## src/rtl/conv3x3_seq_drain_if.sv

```systemverilog
// ---------------------------------------------------------------------------
// conv3x3_seq_drain_if
// Groups the window handshake, the MAC control/result lines and the int8
// result stream of conv3x3_seq_drain.
//   win_valid  upstream window + weights present and held stable
//   win_ready  window consumed (one-cycle pop pulse)
//   cnt        tap index to the MAC (0..8 taps, 9 capture/hold, 10 idle)
//   ans        signed 21-bit MAC accumulator
//   bias       signed 21-bit bias, sampled in the push cycle
//   out_data   signed int8 result at the FIFO head (0 when empty)
//   out_valid  FIFO non-empty
//   out_ready  downstream accept
//   fifo_cnt   FIFO occupancy
// Modport master is the drain block, slave is its environment.
// ---------------------------------------------------------------------------
interface conv3x3_seq_drain_if #(
    parameter int DEPTH = 4
);
    localparam int CW = $clog2(DEPTH) + 1;

    logic                win_valid;
    logic                win_ready;
    logic [3:0]          cnt;
    logic signed [20:0]  ans;
    logic signed [20:0]  bias;
    logic signed [7:0]   out_data;
    logic                out_valid;
    logic                out_ready;
    logic [CW-1:0]       fifo_cnt;

    modport master (
        input  win_valid, ans, bias, out_ready,
        output win_ready, cnt, out_data, out_valid, fifo_cnt
    );

    modport slave (
        output win_valid, ans, bias, out_ready,
        input  win_ready, cnt, out_data, out_valid, fifo_cnt
    );
endinterface

```

## src/rtl/conv3x3_seq_drain.sv

```systemverilog
// ---------------------------------------------------------------------------
// conv3x3_seq_drain
// Control-and-result end of a time-multiplexed 3x3 MAC. Sequences the MAC tap
// counter, pops one window per pass, captures the 9-tap sum, adds a bias,
// requantizes to int8 (round half up, arithmetic shift, optional ReLU,
// saturate) and queues results in a small FIFO.
// Ports:
//   clk    rising-edge clock
//   rst_n  asynchronous active-low reset
//   bus    conv3x3_seq_drain_if.master (window handshake, cnt, ans, bias,
//          int8 output stream, fifo_cnt)
// Parameters:
//   SHIFT  right shift after bias add (0..16)
//   RELU   1: negative results clamp to 0 before saturation
//   DEPTH  FIFO entries (power of 2, >= 2)
// ---------------------------------------------------------------------------
module conv3x3_seq_drain #(
    parameter int SHIFT = 8,
    parameter bit RELU  = 1'b0,
    parameter int DEPTH = 4
) (
    input  logic                   clk,
    input  logic                   rst_n,
    conv3x3_seq_drain_if.master    bus
);
    localparam int AW = $clog2(DEPTH);
    localparam int CW = AW + 1;
    localparam int RND_BIT = (SHIFT > 0) ? SHIFT - 1 : 0;
    localparam logic signed [22:0] RND = (SHIFT > 0) ? (23'sd1 <<< RND_BIT) : 23'sd0;

    typedef enum logic [1:0] {
        S_IDLE,
        S_RUN,
        S_CAP
    } state_t;

    state_t              r_state;
    state_t              w_state_nxt;
    logic [3:0]          r_tap;
    logic [3:0]          w_tap_nxt;

    logic [7:0]          r_mem [DEPTH];
    logic [AW-1:0]       r_wptr;
    logic [AW-1:0]       r_rptr;
    logic [CW-1:0]       r_count;

    logic                w_full;
    logic                w_empty;
    logic                w_pop;
    logic                w_push;

    logic signed [22:0]  w_sum;
    logic signed [22:0]  w_rnd;
    logic signed [22:0]  w_act;
    logic signed [7:0]   w_q;

    // ------------------------------------------------------------------
    // Pass sequencer. The external cnt encoding (0..8 / 9 / 10) is
    // rebuilt from a three-state FSM plus a tap index.
    // ------------------------------------------------------------------
    always_ff @(posedge clk or negedge rst_n) begin
        if (!rst_n) begin
            r_state <= S_IDLE;
            r_tap   <= '0;
        end else begin
            r_state <= w_state_nxt;
            r_tap   <= w_tap_nxt;
        end
    end

    always_comb begin
        w_state_nxt = r_state;
        w_tap_nxt   = r_tap;
        case (r_state)
            S_IDLE: begin
                if (bus.win_valid) begin
                    w_state_nxt = S_RUN;
                    w_tap_nxt   = '0;
                end
            end
            S_RUN: begin
                // win_valid is not re-checked while taps are streaming
                if (r_tap == 4'd8) begin
                    w_state_nxt = S_CAP;
                end else begin
                    w_tap_nxt = r_tap + 4'd1;
                end
            end
            S_CAP: begin
                // without a push the pass stalls here; the MAC adds 0 so ans holds
                if (w_push) begin
                    w_tap_nxt   = '0;
                    w_state_nxt = bus.win_valid ? S_RUN : S_IDLE;
                end
            end
            default: begin
                w_state_nxt = S_IDLE;
                w_tap_nxt   = '0;
            end
        endcase
    end

    always_comb begin
        case (r_state)
            S_RUN:   bus.cnt = r_tap;
            S_CAP:   bus.cnt = 4'd9;
            default: bus.cnt = 4'd10;
        endcase
    end

    assign bus.win_ready = (r_state == S_RUN) && (r_tap == 4'd8);

    // ------------------------------------------------------------------
    // Requantization. One guard bit above the 22-bit sum keeps the
    // rounding add from wrapping at the positive extreme.
    // ------------------------------------------------------------------
    always_comb begin
        w_sum = {{2{bus.ans[20]}}, bus.ans} + {{2{bus.bias[20]}}, bus.bias};
        w_rnd = (w_sum + RND) >>> SHIFT;
        w_act = (RELU && (w_rnd < 23'sd0)) ? 23'sd0 : w_rnd;
        if (w_act > 23'sd127) begin
            w_q = 8'sd127;
        end else if (w_act < -23'sd128) begin
            w_q = -8'sd128;
        end else begin
            w_q = w_act[7:0];
        end
    end

    // ------------------------------------------------------------------
    // Output FIFO. A pop frees a slot in the same cycle, so a full FIFO
    // can accept a push while popping.
    // ------------------------------------------------------------------
    assign w_full  = (r_count == CW'(DEPTH));
    assign w_empty = (r_count == '0);
    assign w_pop   = !w_empty && bus.out_ready;
    assign w_push  = (r_state == S_CAP) && (!w_full || w_pop);

    always_ff @(posedge clk or negedge rst_n) begin
        if (!rst_n) begin
            r_wptr  <= '0;
            r_rptr  <= '0;
            r_count <= '0;
        end else begin
            if (w_push) begin
                r_wptr <= r_wptr + 1'b1;
            end
            if (w_pop) begin
                r_rptr <= r_rptr + 1'b1;
            end
            case ({w_push, w_pop})
                2'b10:   r_count <= r_count + 1'b1;
                2'b01:   r_count <= r_count - 1'b1;
                default: r_count <= r_count;
            endcase
        end
    end

    always_ff @(posedge clk) begin
        if (w_push) begin
            r_mem[r_wptr] <= w_q;
        end
    end

    assign bus.out_valid = !w_empty;
    assign bus.out_data  = w_empty ? '0 : r_mem[r_rptr];
    assign bus.fifo_cnt  = r_count;

endmodule
```

## src/flat_wrapper.sv

```systemverilog
// flat-port wrapper written by rule: the top's interface ports become plain ports
module conv3x3_seq_drain_flat 
#(
    parameter int SHIFT = 8,
    parameter bit RELU  = 1'b0,
    parameter int DEPTH = 4
)
  (clk, rst_n, bus_win_valid, bus_ans, bus_bias, bus_out_ready, bus_win_ready, bus_cnt, bus_out_data, bus_out_valid, bus_fifo_cnt);
  conv3x3_seq_drain_if #(.DEPTH(DEPTH)) bus_i ();
  input  logic clk;
  input  logic rst_n;
  input wire logic [$bits(bus_i.win_valid)-1:0] bus_win_valid;
  input wire logic [$bits(bus_i.ans)-1:0] bus_ans;
  input wire logic [$bits(bus_i.bias)-1:0] bus_bias;
  input wire logic [$bits(bus_i.out_ready)-1:0] bus_out_ready;
  output wire logic [$bits(bus_i.win_ready)-1:0] bus_win_ready;
  output wire logic [$bits(bus_i.cnt)-1:0] bus_cnt;
  output wire logic [$bits(bus_i.out_data)-1:0] bus_out_data;
  output wire logic [$bits(bus_i.out_valid)-1:0] bus_out_valid;
  output wire logic [$bits(bus_i.fifo_cnt)-1:0] bus_fifo_cnt;
  assign bus_i.win_valid = bus_win_valid;
  assign bus_i.ans = bus_ans;
  assign bus_i.bias = bus_bias;
  assign bus_i.out_ready = bus_out_ready;
  assign bus_win_ready = bus_i.win_ready;
  assign bus_cnt = bus_i.cnt;
  assign bus_out_data = bus_i.out_data;
  assign bus_out_valid = bus_i.out_valid;
  assign bus_fifo_cnt = bus_i.fifo_cnt;
  conv3x3_seq_drain #(.SHIFT(SHIFT), .RELU(RELU), .DEPTH(DEPTH)) u_core (.clk(clk), .rst_n(rst_n), .bus(bus_i));
endmodule
```

## config.mk

```make
export PLATFORM = sky130hd
export DESIGN_NAME = conv3x3_seq_drain_flat
export DESIGN_NICKNAME = d
export VERILOG_FILES = /design/src/rtl/conv3x3_seq_drain_if.sv /design/src/rtl/conv3x3_seq_drain.sv /design/src/flat_wrapper.sv
export SDC_FILE = /design/constraint.sdc
export NUM_CORES = 1
export LEC_CHECK = 0
export CAP_MARGIN = 0
export CORE_MARGIN = 10
export CORE_UTILIZATION = 55
export CTS_CLUSTER_SIZE = 25
export DETAILED_ROUTE_END_ITERATION = 7
export DONT_BUFFER_PORTS = 1
export PLACE_DENSITY = 0.66
export SYNTH_ARGS = -nofsm -noshare
export SYNTH_HDL_FRONTEND = slang
export SYNTH_SLANG_ARGS = --single-unit
```

## constraint.sdc

```tcl
create_clock -name clk -period 2.7 [get_ports clk]
set_input_delay 0.54 -clock clk [delete_from_list [all_inputs] [get_ports clk]]
set_output_delay 0.54 -clock clk [all_outputs]
set_load 0.05 [all_outputs]
```

==> flow_summary.json, run 1 <==
{
  "pwr-share-seq": 0.261,
  "grt_pass1_wl_um": 12100,
  "fp.dieH_um": 100,
  "numCtsBuffers": 5,
  "start_util": 0.560,
  "synthTopCellsByCount": "ha_1, edfxtp_1, inv_1, nor2_1, nand2_1",
  "arrival_ns": 3.01,
  "top_usage_layer": "met2",
  "dp_worst_setup_slack_ns": -0.670,
  "path_class": "in -> reg",
  "combPwrFrac": 0.579,
  "die-area_sq_mm": 0.0100,
  "fillCellCount": 461,
  "syn_nets": 415,
  "worstSkewPairLatency_ns": 0.30,
  "syn-instance-count": 318,
  "drt-pass1-iter-count": 4,
  "design.core.area_sq_mm": 0.00628,
  "vias_per_cell": 5.64,
  "io_pins": 63,
  "synthArstFlopShare": 0.289,
  "antenna_cells": 0,
  "fin_crit_ns": 2.98,
  "whs_ns": 0.405,
  "max-vdd-ir-drop_v": 0.000943,
  "drc": 0,
  "fmax_mhz": 336,
  "outcome": "complete, but fails checks",
  "crit_chain": "ha_4 > ha_4 > a21oi_4 > nor3b_4 > buf_4 > o311ai_4 > a21oi_2 > nor3b_4 > o2111ai_2 > o41ai_4 > buf_6 > o31ai_4",
  "yosysSeqAreaShare": 0.366,
  "dr_total_vias": 2607,
  "rsz0062_at_grt": "true",
  "drt-initial-drc-count": 105,
  "antenna_found_initial": 0,
  "relSlewSlack": 0.599,
  "port_buffers": 0,
  "synth-main-ff-cell": "edfxtp_1",
  "fin_nets": 481,
  "layout-drive-gt1-share": 0.358,
  "rows": 29,
  "slowest_stage": "o41ai_4",
  "wl_per_cell_um": 15.9,
  "cp-start-kind": "primary input",
  "setup_violations": 28,
  "p_sw_mw": 1.55,
  "setup_tns_ns": -7.23,
  "synth_most_common_cell": "ha_1",
  "p_int_mw": 2.09,
  "grt_pass1_vias": 2663,
  "syn_avg_cell_area_sq_um": 11.1,
  "max_stage_delay_ns": 0.39,
  "syn_to_final_growth_pct": 29.7,
  "grt_max_degree": 15,
  "root_buffer": "clkbuf_8",
  "synth_seq_cells": 45,
  "final_hold_viol_count": 0,
  "layout_setup_ws_ns": -0.275,
  "cts_tree": "built",
  "slew_violations": 0,
  "yosysTopAreaCell": "edfxtp_1",
  "yosys.cell_types.count": 60,
  "gp_congestion": 0.796,
  "cp.required_ns": 2.73,
  "swShare": 0.427,
  "final-instance-count-excl-fill": 462,
  "violations": "negative setup slack",
  "p_per_area_mw_per_mm2": 798,
  "grtUsageMet1": 0.167,
  "critPathCaptureType": "register",
  "grt_overflow_total": 0,
  "die_x_um": 100,
  "cts_max_path_buffers": 2,
  "ant_nets": 0,
  "synth_edf_count": 32,
  "syn_area_sq_mm": 0.00352,
  "htreeDepth": 2,
  "cts.clk_slew.worst_paths_ns": 0.08,
  "wl_um": 7370,
  "max_cap_violations": 0,
  "fin_crit_sh": 1.10,
  "use_met2": 0.250,
  "dp_hpwl_um": 5780,
  "use_met3": 0.0488,
  "dp_cells": 442,
  "yosys_warnings": 0,
  "worstPathMaxFanout": 7,
  "synth.area.top_cells": "edfxtp_1, ha_1, dfrtp_1",
  "grt_use_total": 0.146,
  "cts.sinks": 45,
  "leakagePower_nw": 1.89,
  "synth_top_area_share": 0.273,
  "worst_clock_skew_ns": 0.00705,
  "power_frac_clock": 0.160,
  "holdCritPathClass": "in -> reg",
  "worst_slew_pin_slew_ns": 0.600
}
## cell type report
class | count | area [sq um] | share of cell area
clock buffer | 5 | 68.8 | 0.0151
clock inverter | 3 | 65.1 | 0.0143
inverter | 21 | 78.8 | 0.0173
multi-input combinational | 244 | 2450 | 0.537
sequential | 45 | 1290 | 0.282
tap | 77 | 96.3 | 0.0211
timing repair buffer | 67 | 517 | 0.113
## cell families (layout without fill, tap and decap cells)
| logic type | after synthesis | after routing | share of synthesized area |
|---|---|---|---|
| buffers and inverters | 29 | 96 | 0.0309 |
| XOR/XNOR | 12 | 12 | 0.0299 |
| AO/OA/AOI/OAI | 76 | 76 | 0.170 |
| adder cells (fa/ha/maj) | 51 | 51 | 0.183 |
| AND/OR/NAND/NOR | 91 | 91 | 0.150 |
| multiplexers | 14 | 14 | 0.0693 |
| flip-flops | 45 | 45 | 0.366 |
## layer usage
metal / vias to the layer above / wire [um] / part of all wire
met3: 6 / 465 / 0.063
met4: 0 / 88 / 0.012
met1: 1217 / 3110 / 0.42
met5: - / 0 / 0
met2: 57 / 3700 / 0.50
li1: 1327 / - / -
## per-stage QoR
stage                     power [mW]  cell area (sq um)  utilization
after global placement          2.90               4160        0.663
after global routing            3.89               4560        0.727
after floorplan                 2.41               3690            -
after detailed placement        2.93               4160        0.663
after CTS                       3.57               4400        0.701
final                           3.64               4560        0.727
## critical path: cells and delay by family
kind                       cells  cell delay, ns
AOI/OAI and AO/OA              6            1.18
adders and majority gates      2            0.50
and+or+nand+nor                2            0.41
buffers and inverters          2            0.37
## power by group through the flow
| stage | Combinational (mW) | Sequential (mW) | Clock (mW) |
|---|---|---|---|
| 2_1_floorplan | 1.40 | 1.01 | 0 |
| 3_3_place_gp | 1.94 | 0.965 | 0 |
| 3_5_place_dp | 1.97 | 0.967 | 0 |
| 4_1_cts | 2.03 | 0.953 | 0.591 |
| 5_1_grt | 2.30 | 0.966 | 0.623 |
| 6_report | 2.11 | 0.950 | 0.582 |
## registers in the layout, indices dropped and copies added (netlist names)
register / count
u_core.r_wptr: 2
u_core.r_tap: 4
u_core.r_state: 2
u_core.r_mem: 32
u_core.r_rptr: 2
u_core.bus.fifo_cnt: 3
## final timing paths
| path | slack (ns) | end | start | cells past startpoint |
|---|---|---|---|---|
| max in group asynchronous | 1.63 | u_core.r_wptr[0] | rst_n | 1 |
| min in group asynchronous | 0.68 | u_core.bus.fifo_cnt[0] | rst_n | 1 |
| worst min register to register | 0.48 | u_core.r_rptr[0] | u_core.r_rptr[0] | 1 |
| worst max-delay path | -0.28 | u_core.r_mem[1][4] | bus_bias[5] | 12 |
| worst min-delay path | 0.41 | u_core.r_rptr[1] | bus_out_ready | 2 |
| worst max register to register | 0.60 | u_core.bus.fifo_cnt[2] | u_core.r_state[0] | 9 |
## cells in the final DEF, fill, tap and decap left out, types with 3 or more instances in the layout
cell type,n
buf_4,63
ha_1,38
edfxtp_1,32
inv_1,21
nor2_1,17
nand2_1,16
and2_1,15
dfrtp_1,13
o21ai_0,12
ha_4,11
a21oi_1,9
mux4_2,8
xnor2_1,8
nand2b_1,6
and3_1,6
o21ai_4,6
nand3_1,6
a21o_1,5
clkbuf_8,5
o21a_1,4
o211ai_1,4
xor2_1,4
a22o_1,4
a21oi_4,3
mux2i_1,3
o31ai_1,3
buf_6,3
## what timing repair did
item | in CTS | in global routing
gates cloned | 0 | 0
endpoints found under the hold margin | 13 | 0
buffers inserted | 4 | 7
pin swaps | 9 | 15
hold buffers | 1 | 0
resized for setup | 11 | 18
endpoints found under the setup margin | 28 | 32
No activity file was read; power rests on OpenSTA's default activity.
==> inputs of run 2 (changes only) <==
Settings changed: CORE_UTILIZATION 55 to 60, PLACE_DENSITY 0.66 to 0.72.
==> run 2 against run 1 <==
Net effect: combinational power decreased by 2%; first-iteration DRC count increased by 18%; die area decreased by 6.7%; largest power group unchanged; clock power decreased by 19%; utilization increased by 7.6 points; clock skew about the same; final area decreased by 1.4%; non-clock buffer count decreased by 4; final cell count decreased by 2.2%; the flow still finishes with violations (negative setup slack); register-to-register slack got worse by 0.10 ns; count of clock-buffer cells in the layout unchanged.
==> flow_summary.json, run 2 (synthesis results as in run 1) <==
{
  "outcome": "complete, but fails checks",
  "violations": "negative setup slack",
  "cts.sinks": 45,
  "mostFrequentLayoutCells": "buf_4, ha_1, edfxtp_1",
  "gp_congestion": 0.799,
  "design.core.area_sq_mm": 0.00561,
  "holdCritPathClass": "in -> reg",
  "arrival_ns": 3.02,
  "antenna_found_initial": 0,
  "final_common_cell": "buf_4",
  "rsz0062_at_grt": "true",
  "fin_crit_ns": 2.91,
  "wl_per_cell_um": 17.2,
  "vias_per_cell": 5.83,
  "worst_clock_skew_ns": 0.00675,
  "grt_overflow_total": 0,
  "max-vdd-ir-drop_v": 0.000658,
  "layout-drive-gt1-share": 0.353,
  "die_x_um": 96.6,
  "setup_violations": 28,
  "fp.dieH_um": 96.6,
  "max_cap_violations": 0,
  "syn_to_final_growth_pct": 27.9,
  "numCtsBuffers": 5,
  "wl_um": 7790,
  "final_hold_viol_count": 0,
  "grt_pass1_vias": 2806,
  "largest_register_ff_count": 32,
  "fmax_mhz": 344,
  "cp.required_ns": 2.81,
  "root_buffer": "clkbuf_8",
  "setup.worst_path.end": "u_core.r_mem[0][4]",
  "start_util": 0.627,
  "cts_max_path_buffers": 2,
  "cp-start-kind": "primary input",
  "register_area_sq_mm": 0.00129,
  "p_per_area_mw_per_mm2": 783,
  "drt-initial-drc-count": 124,
  "r2r_slack_ns": 0.50,
  "dr_total_vias": 2635,
  "worstSkewPairLatency_ns": 0.30,
  "antenna_cells": 0,
  "critPathCaptureType": "register",
  "regToRegEndpoint": "u_core.bus.fifo_cnt[1]",
  "dp_cells": 440,
  "grt_max_degree": 14,
  "cts_tree": "built",
  "top_register": "u_core.r_mem",
  "multiInputGateArea_sq_mm": 0.00245,
  "fin_crit_sh": 1.08,
  "die-area_sq_mm": 0.00933,
  "ant_nets": 0,
  "fin_nets": 477,
  "finalPower_mw": 3.52,
  "htreeDepth": 2,
  "fillCellCount": 368,
  "crit_path_start": "bus_bias[5]",
  "drc": 0,
  "worst_slew_pin_slew_ns": 0.619,
  "worstPathMaxFanout": 7,
  "grt_pass1_wl_um": 12700,
  "r2r-start": "u_core.bus.fifo_cnt[1]",
  "leakagePower_nw": 1.85,
  "r2r.worst_path.cells": 7,
  "port_buffers": 0,
  "relSlewSlack": 0.586,
  "layout_setup_ws_ns": -0.211,
  "min_from": "bus_out_ready",
  "cts.clk_slew.worst_paths_ns": 0.07,
  "final-instance-count-excl-fill": 452,
  "rows": 27,
  "dp_hpwl_um": 6010,
  "path_class": "in -> reg",
  "drt-pass1-iter-count": 4,
  "grt_use_total": 0.171,
  "slew_violations": 0,
  "io_pins": 63
}
==> run 2: what timing repair did <==
item / in CTS / in global routing
setup buffers: 4 / 0
endpoints found under the hold margin: 13 / 0
pin swaps: 21 / 1
endpoints found under the setup margin: 28 / 28
hold buffers: 1 / 0
resized for setup: 22 / 4
==> run 2: cell type report <==
| class | instances | area share |
|---|---|---|
| multi-input combinational | 244 | 0.544 |
| inverter | 21 | 0.0175 |
| clock inverter | 2 | 0.00778 |
| sequential | 45 | 0.286 |
| clock buffer | 5 | 0.0153 |
| timing repair buffer | 63 | 0.109 |
| tap | 72 | 0.0200 |
==> run 2: worst min-delay path by stage <==
| stage | endpoint | slack [ns] | depth (start not counted) |
|---|---|---|---|
| global route | u_core.r_rptr[1] | 0.44 | 2 |
| global placement | u_core.r_rptr[1] | 0.25 | 0 |
| detailed placement | u_core.r_rptr[1] | 0.25 | 0 |
| floorplan | u_core.bus.fifo_cnt[0] | 0.24 | 0 |
| finish | u_core.r_rptr[1] | 0.43 | 2 |
| CTS | u_core.r_rptr[1] | 0.42 | 2 |
==> run 2: power by group <==
group | internal [mW] | switching (mW)
combinational | 0.841 | 1.23
sequential | 0.853 | 0.123
clock | 0.268 | 0.204
total | 1.96 | 1.56
==> run 2: stage by stage <==
step / hold slack, ns / worst slack (ns) / utilization / area (sq um) / TNS (ns)
after floorplan: 0.244 / -0.330 / - / 3690 / -9.13
after global routing: 0.440 / -0.334 / 0.803 / 4500 / -8.08
after global placement: 0.245 / -0.512 / 0.745 / 4180 / -14.78
after detailed placement: 0.245 / -0.555 / 0.745 / 4180 / -15.93
after CTS: 0.418 / -0.223 / 0.799 / 4480 / -4.62
final: 0.426 / -0.211 / 0.803 / 4500 / -4.95
==> run 2: metal layers <==
metal | wire length, um | vias up | global-route usage
li1 | - | 1310 | -
met4 | 132 | 0 | 0.0690
met5 | 0 | - | 0
met1 | 3240 | 1242 | 0.195
met3 | 476 | 9 | 0.0409
met2 | 3940 | 74 | 0.301
==> run 2: critical path, cell delays in order <==
cell       delay [ns]
ha_4             0.22
ha_4             0.26
o21a_1           0.16
o211ai_4         0.11
o311ai_4         0.38
nand2_2          0.13
or4_4            0.51
o2111ai_4        0.14
a41oi_4          0.25
o31ai_4          0.31
